[config.mk]
export PLATFORM = sky130hd
export DESIGN_NAME = mailbox_irq_arbiter_flat
export DESIGN_NICKNAME = d
export VERILOG_FILES = /design/src/rtl/mailbox_irq_arbiter_if.sv /design/src/rtl/mailbox_irq_arbiter.sv /design/src/flat_wrapper.sv
export SDC_FILE = /design/constraint.sdc
export NUM_CORES = 1
export LEC_CHECK = 0
export ABC_AREA = 1
export CAP_MARGIN = 20
export CORE_AREA = 2 2 92 94
export CTS_CLUSTER_SIZE = 28
export DETAILED_ROUTE_END_ITERATION = 12
export DIE_AREA = 0 0 94 96
export PLACE_DENSITY = 0.89
export REMOVE_ABC_BUFFERS = 1
export SYNTH_ARGS = -nofsm -noshare
export SYNTH_HDL_FRONTEND = slang
export SYNTH_SLANG_ARGS = --single-unit
[constraint.sdc]
create_clock -name clk -period 2.1 [get_ports clk]
set_input_delay 0.315 -clock clk [delete_from_list [all_inputs] [get_ports clk]]
set_output_delay 0.315 -clock clk [all_outputs]
set_load 0.03 [all_outputs]
[src/rtl/mailbox_irq_arbiter_if.sv]
// Signal bundle between the mailbox channel array, the interrupt arbiter and
// the destination core's interrupt input.
interface mailbox_irq_arbiter_if #(
    parameter int NUM_CH = 4,
    parameter int ID_W   = 2
);
    logic [NUM_CH-1:0]    int_flag;
    logic [32*NUM_CH-1:0] ch_ctrl_bus;
    logic [NUM_CH-1:0]    irq_mask;
    logic                 irq_ack;
    logic                 timeout_clr;

    logic                 irq;
    logic [ID_W-1:0]      irq_id;
    logic [1:0]           irq_mode;
    logic [13:0]          irq_len;
    logic [NUM_CH-1:0]    clear_intr;
    logic                 irq_timeout;
    logic                 busy;

    // The arbiter is the slave of the channel/core side; the environment drives it.
    modport slave (
        input  int_flag,
        input  ch_ctrl_bus,
        input  irq_mask,
        input  irq_ack,
        input  timeout_clr,
        output irq,
        output irq_id,
        output irq_mode,
        output irq_len,
        output clear_intr,
        output irq_timeout,
        output busy
    );

    modport master (
        output int_flag,
        output ch_ctrl_bus,
        output irq_mask,
        output irq_ack,
        output timeout_clr,
        input  irq,
        input  irq_id,
        input  irq_mode,
        input  irq_len,
        input  clear_intr,
        input  irq_timeout,
        input  busy
    );
endinterface

[src/rtl/mailbox_irq_arbiter.sv]
// Round-robin interrupt arbiter for the mailbox channel array: one interrupt at
// a time, cleared on acknowledge, with a guard cycle before the next grant.
module mailbox_irq_arbiter #(
    parameter int NUM_CH  = 4,
    parameter int ID_W    = 2,
    parameter int TIMEOUT = 1024
) (
    input  logic                 clk,
    input  logic                 rst,
    mailbox_irq_arbiter_if.slave bus
);
    typedef enum logic [1:0] {
        IDLE,
        ASSERT,
        CLEAR,
        DROP
    } state_t;

    localparam logic [15:0] TIMEOUT_MAX  = 16'(TIMEOUT);
    localparam logic [15:0] TIMEOUT_LAST = 16'(TIMEOUT - 1);

    state_t            state_q, state_d;
    logic [ID_W-1:0]   last_id_q, last_id_d;
    logic [ID_W-1:0]   irq_id_q, irq_id_d;
    logic [1:0]        irq_mode_q, irq_mode_d;
    logic [13:0]       irq_len_q, irq_len_d;
    logic [15:0]       cnt_q, cnt_d;
    logic              timeout_q, timeout_d;
    logic [NUM_CH-1:0] clear_q, clear_d;
    logic              irq_q, irq_d;
    logic              busy_q, busy_d;

    logic [NUM_CH-1:0] req;
    logic              grant_found;
    logic [ID_W-1:0]   grant_id;
    logic [ID_W-1:0]   probe_id;

    logic [1:0]        ctrl_mode [NUM_CH];
    logic [13:0]       ctrl_len  [NUM_CH];

    // Only the mode and length fields of each ch_ctrl word matter here.
    for (genvar g = 0; g < NUM_CH; g++) begin : g_ctrl
        logic unused_ctrl;
        assign ctrl_mode[g] = bus.ch_ctrl_bus[32*g+29 +: 2];
        assign ctrl_len[g]  = bus.ch_ctrl_bus[32*g+15 +: 14];
        assign unused_ctrl  = ^{bus.ch_ctrl_bus[32*g+31], bus.ch_ctrl_bus[32*g +: 15]};
    end

    assign req = bus.int_flag & bus.irq_mask;

    // Search upward from the channel after the last grant, wrapping at NUM_CH.
    always_comb begin
        grant_found = 1'b0;
        grant_id    = '0;
        probe_id    = '0;
        for (int i = 1; i <= NUM_CH; i++) begin
            probe_id = ID_W'((int'(last_id_q) + i) % NUM_CH);
            if (!grant_found && req[probe_id]) begin
                grant_found = 1'b1;
                grant_id    = probe_id;
            end
        end
    end

    always_comb begin
        state_d    = state_q;
        last_id_d  = last_id_q;
        irq_id_d   = irq_id_q;
        irq_mode_d = irq_mode_q;
        irq_len_d  = irq_len_q;
        cnt_d      = cnt_q;
        timeout_d  = timeout_q;
        clear_d    = '0;

        if (bus.timeout_clr) begin
            timeout_d = 1'b0;
        end

        case (state_q)
            IDLE: begin
                if (grant_found) begin
                    state_d    = ASSERT;
                    irq_id_d   = grant_id;
                    last_id_d  = grant_id;
                    irq_mode_d = ctrl_mode[grant_id];
                    irq_len_d  = ctrl_len[grant_id];
                    cnt_d      = '0;
                end
            end
            ASSERT: begin
                if (cnt_q != TIMEOUT_MAX) begin
                    cnt_d = cnt_q + 16'd1;
                end
                // Setting after the clear above makes a coincident set win.
                if (cnt_q == TIMEOUT_LAST) begin
                    timeout_d = 1'b1;
                end
                if (bus.irq_ack) begin
                    state_d           = CLEAR;
                    clear_d[irq_id_q] = 1'b1;
                end else if (!bus.int_flag[irq_id_q]) begin
                    state_d = IDLE;
                end
            end
            CLEAR: begin
                state_d = DROP;
            end
            DROP: begin
                state_d = IDLE;
            end
            default: begin
                state_d = IDLE;
            end
        endcase

        irq_d  = (state_d == ASSERT);
        busy_d = (state_d != IDLE);
    end

    always_ff @(posedge clk) begin
        if (rst) begin
            state_q    <= IDLE;
            last_id_q  <= ID_W'(NUM_CH - 1);
            irq_id_q   <= '0;
            irq_mode_q <= '0;
            irq_len_q  <= '0;
            cnt_q      <= '0;
            timeout_q  <= 1'b0;
            clear_q    <= '0;
            irq_q      <= 1'b0;
            busy_q     <= 1'b0;
        end else begin
            state_q    <= state_d;
            last_id_q  <= last_id_d;
            irq_id_q   <= irq_id_d;
            irq_mode_q <= irq_mode_d;
            irq_len_q  <= irq_len_d;
            cnt_q      <= cnt_d;
            timeout_q  <= timeout_d;
            clear_q    <= clear_d;
            irq_q      <= irq_d;
            busy_q     <= busy_d;
        end
    end

    assign bus.irq         = irq_q;
    assign bus.irq_id      = irq_id_q;
    assign bus.irq_mode    = irq_mode_q;
    assign bus.irq_len     = irq_len_q;
    assign bus.clear_intr  = clear_q;
    assign bus.irq_timeout = timeout_q;
    assign bus.busy        = busy_q;
endmodule

[src/flat_wrapper.sv]
// flat-port wrapper written by rule: the top's interface ports become plain ports
module mailbox_irq_arbiter_flat 
#(
    parameter int NUM_CH  = 4,
    parameter int ID_W    = 2,
    parameter int TIMEOUT = 1024
)
  (clk, rst, bus_int_flag, bus_ch_ctrl_bus, bus_irq_mask, bus_irq_ack, bus_timeout_clr, bus_irq, bus_irq_id, bus_irq_mode, bus_irq_len, bus_clear_intr, bus_irq_timeout, bus_busy);
  mailbox_irq_arbiter_if #(.NUM_CH(NUM_CH), .ID_W(ID_W)) bus_i ();
  input  logic clk;
  input  logic rst;
  input wire logic [$bits(bus_i.int_flag)-1:0] bus_int_flag;
  input wire logic [$bits(bus_i.ch_ctrl_bus)-1:0] bus_ch_ctrl_bus;
  input wire logic [$bits(bus_i.irq_mask)-1:0] bus_irq_mask;
  input wire logic [$bits(bus_i.irq_ack)-1:0] bus_irq_ack;
  input wire logic [$bits(bus_i.timeout_clr)-1:0] bus_timeout_clr;
  output wire logic [$bits(bus_i.irq)-1:0] bus_irq;
  output wire logic [$bits(bus_i.irq_id)-1:0] bus_irq_id;
  output wire logic [$bits(bus_i.irq_mode)-1:0] bus_irq_mode;
  output wire logic [$bits(bus_i.irq_len)-1:0] bus_irq_len;
  output wire logic [$bits(bus_i.clear_intr)-1:0] bus_clear_intr;
  output wire logic [$bits(bus_i.irq_timeout)-1:0] bus_irq_timeout;
  output wire logic [$bits(bus_i.busy)-1:0] bus_busy;
  assign bus_i.int_flag = bus_int_flag;
  assign bus_i.ch_ctrl_bus = bus_ch_ctrl_bus;
  assign bus_i.irq_mask = bus_irq_mask;
  assign bus_i.irq_ack = bus_irq_ack;
  assign bus_i.timeout_clr = bus_timeout_clr;
  assign bus_irq = bus_i.irq;
  assign bus_irq_id = bus_i.irq_id;
  assign bus_irq_mode = bus_i.irq_mode;
  assign bus_irq_len = bus_i.irq_len;
  assign bus_clear_intr = bus_i.clear_intr;
  assign bus_irq_timeout = bus_i.irq_timeout;
  assign bus_busy = bus_i.busy;
  mailbox_irq_arbiter #(.NUM_CH(NUM_CH), .ID_W(ID_W), .TIMEOUT(TIMEOUT)) u_core (.clk(clk), .rst(rst), .bus(bus_i));
endmodule
==> results.txt <==
Vias in the first global route - 3473
Clk slew on worst S/H paths - 0.09 ns
CP required - 2.36 ns
Hold path depth - 2
Fmax - 0.501 GHz
Buffers on Ports - 100
Hold crit path type - register to register
Final min period - 1.99 ns
Critical R2R Launch - u_core.last_id_q[0]$_SDFFE_PP1P_
Clock sink total - 45
VDD IR max - 0.768 mV
Via count - 3776
TritonRoute pass-1 iters - 5
Synth unique cells - 35
Synthesized flop and latch total - 45
Reg-to-reg slack, setup - 0.12 ns
Crit-path max FO - 8
Iteration-0 DRC Markers - 343
Critical Path Max Stage Delay - 0.45 ns
Slowest stage cell, crit path - clkdlybuf4s50_1
Crit share post-route - 0.950
Outcome - complete, no violations
Largest net degree at the start of global routing - 37
First-pass GRT wire length - 14700 um
Arr. time, crit path - 2.26 ns
Count of flip-flops with a built-in enable after synthesis - 0
Hpwl dp - 6810 um
# rows - 33
Slew Limit Fails - 0
Mapped cell area - 3150 um^2
Seq/Total Area, Yosys - 0.286
CTS tree - built
Setup tns final - 0 ns
Ports - 165
Mean Syn Cell Area - 6.04 um^2
Hold EP - u_core.bus.irq_timeout$_SDFF_PP0_
Post-synthesis mux area share - 0
CTS Root Cell - clkbuf_8
ANT nets after route - 0
Clock tree buffer depth - 2
Warnings, synthesis - 0
Die width - 94 um
Clk_lat worst skew - 0.31 ns
Initial antenna violation count - 0
Power Total - 6.92 mW
Drt via density - 5.07
Synth Area in Compound Gates - 0.0540
RePlAce Congestion - 0.947
Share of layout cells above drive strength 1 - 0.109
Final setup viols - 0
Leakage power - 2.28 nW
Pwr per Cell Area - 1490 nW/um^2
Hold_sp - u_core.bus.irq_timeout$_SDFF_PP0_
CP top delay family - simple AND/OR/NAND/NOR gates
Crit path capture type - register
Post-synthesis simple-gate area fraction - 0.464
# fillers - 705
FF-to-FF End - u_core.bus.irq_len[7]$_SDFFE_PP0P_
Core Area - 8050 um^2
Total Die Area - 9020 um^2
Residual DRC count - 0
Worst Path Buf+Inv - 3
Largest family of logic cells by synthesized area - simple AND/OR/NAND/NOR gates
Synth Area in XOR/XNOR - 0.0167
Max cap viols - 0
Chip height - 96 um
Final nets - 781
Routed WL - 9620 um
Total global routing overflow - 0
Synth-to-Final Area Change - 47.6%
Tot GR Track Use - 0.200
Worst slew margin - 0.675
Most common cell after layout, fill and taps aside - nand3_1
Reg2reg path depth - 14
CP cell instances - clkdlybuf4s50_1 -> nand2_1 -> nand2_1 -> nand2_2 -> nor2_4 -> nor2_4 -> nand2_2 -> nor2_4 -> nand2_8 -> clkbuf_16 -> nand3_1 -> nand3_1 -> nand3_1 -> nand2_1 -> inv_1
Mapped Cells - 521
Register Area - 906 um^2
Setup Slack @ Placement - -0.427 ns
Async S/R FF share, synth - 0
Hold-fix buffers, CTS - 0
Setup crit start kind - input port
Final setup margin - 0.106 ns
Tightest Pin Transition - 0.484 ns
Ys flop type - dfxtp_1
# diodes - 0
Final hold vios - 0
Crit path kind - input port to register
Adder-cell share of the synthesized area - 0.00795
Clock skew - 0.0101 ns
WL per Instance - 12.9 um
Initial Util - 0.391
H-tree depth - 2
Multi-input logic area - 1790 um^2
CTS buffer count - 5
Most frequent cells in the layout - 108 x nand3_1, 106 x nand2_1, 102 x inv_1, 93 x clkdlybuf4s50_1, 51 x nor2_1
[synthesized netlist by cell type (all sizes together), types with 2 or more instances]
cell type  count  area [um^2]
nand2        118          485
nand3        111          566
inv          106          400
nor2          55          231
dfxtp         45          901
a21oi         18         93.8
buf           16          126
nor3           9         45.0
nand4          7         50.1
o21ai          6         33.8
xor2           6         52.6
or2            5         31.3
nor4           4         25.0
clkbuf         3         11.3
ha             2         25.0
nor3b          2         15.0
o211ai         2         15.0
o22ai          2         12.5
[cells by family (layout without fill, tap and decap cells)]
| family | count (synthesis) | after routing |
|---|---|---|
| simple gates | 313 | 315 |
| buf+inv | 125 | 242 |
| flops | 45 | 45 |
| compound gates | 30 | 30 |
| xor+xnor | 6 | 6 |
| fa+ha+maj | 2 | 2 |
[report_power, final]
group / internal [mW] / switching [mW]
logic: 2.07 / 3.09
registers: 1.07 / 0.149
clock network: 0.235 / 0.311
total: 3.38 / 3.55
[cell type report]
type | instances | share of cell area
flip-flops and latches | 45 | 0.195
clock buffers | 6 | 0.0156
clock inverters | 2 | 0.00323
inverters | 106 | 0.0872
multi-input cells | 353 | 0.386
repair buffers | 128 | 0.285
well taps | 105 | 0.0283
[tightest hold or removal path, stage by stage, from the launching register on]
cell     delay [ns]
dfxtp_1        0.31
nand2_1        0.06
a21oi_1        0.05
[metrics by stage]
| step | cells | hold WS, ns | utilization | instance area [um^2] |
|---|---|---|---|---|
| after global placement | 730 | 0.461 | 0.541 | 4350 |
| final | 745 | 0.472 | 0.577 | 4650 |
| after detailed placement | 730 | 0.469 | 0.541 | 4350 |
| after floorplan | 502 | 0.384 | - | 3010 |
| after global routing | 745 | 0.508 | 0.577 | 4650 |
| after CTS | 738 | 0.480 | 0.553 | 4450 |
[flip-flops by register name (all words and copies together), names as in the netlist]
| register | flops |
|---|---|
| u_core.cnt_q | 16 |
| u_core.bus.irq_len | 14 |
| u_core.bus.clear_intr | 4 |
| u_core.bus.irq_id | 2 |
| u_core.bus.irq_mode | 2 |
| u_core.last_id_q | 2 |
| u_core.state_q | 2 |
| u_core.bus.busy | 1 |
| u_core.bus.irq | 1 |
| u_core.bus.irq_timeout | 1 |
[timing repair]
item | 4_1_cts | 5_1_grt
pin swaps | 0 | 5
cloned | 0 | 5
resized for setup | 1 | 22
buffers inserted | 0 | 2
setup endpoints to repair | 13 | 22
[per-layer routing]
layer,track usage,up-vias,wire length (um),part of all wire
met5,0,-,0,0
met2,0.361,160,4720,0.49
met3,0.0470,31,730,0.076
met4,0.0906,0,303,0.032
met1,0.223,1710,3860,0.40
li1,-,1875,-,-
[how the worst max path moves through the flow]
stage / from / slack [ns] / cells after the start / to
floorplan: u_core.last_id_q[0]$_SDFFE_PP1P_ / 0.09 / 13 / u_core.bus.irq_len[0]$_SDFFE_PP0P_
CTS: u_core.last_id_q[0]$_SDFFE_PP1P_ / 0.05 / 14 / u_core.bus.irq_mode[0]$_SDFFE_PP0P_
detailed placement: bus_int_flag[3] / -0.43 / 12 / u_core.bus.irq_len[0]$_SDFFE_PP0P_
finish: bus_irq_mask[3] / 0.11 / 15 / u_core.bus.irq_len[7]$_SDFFE_PP0P_
global placement: bus_int_flag[2] / -0.27 / 12 / u_core.bus.irq_len[0]$_SDFFE_PP0P_
global route: u_core.last_id_q[1]$_SDFFE_PP1P_ / -0.02 / 15 / u_core.bus.irq_len[7]$_SDFFE_PP0P_
(Power assumes the default switching activity.)
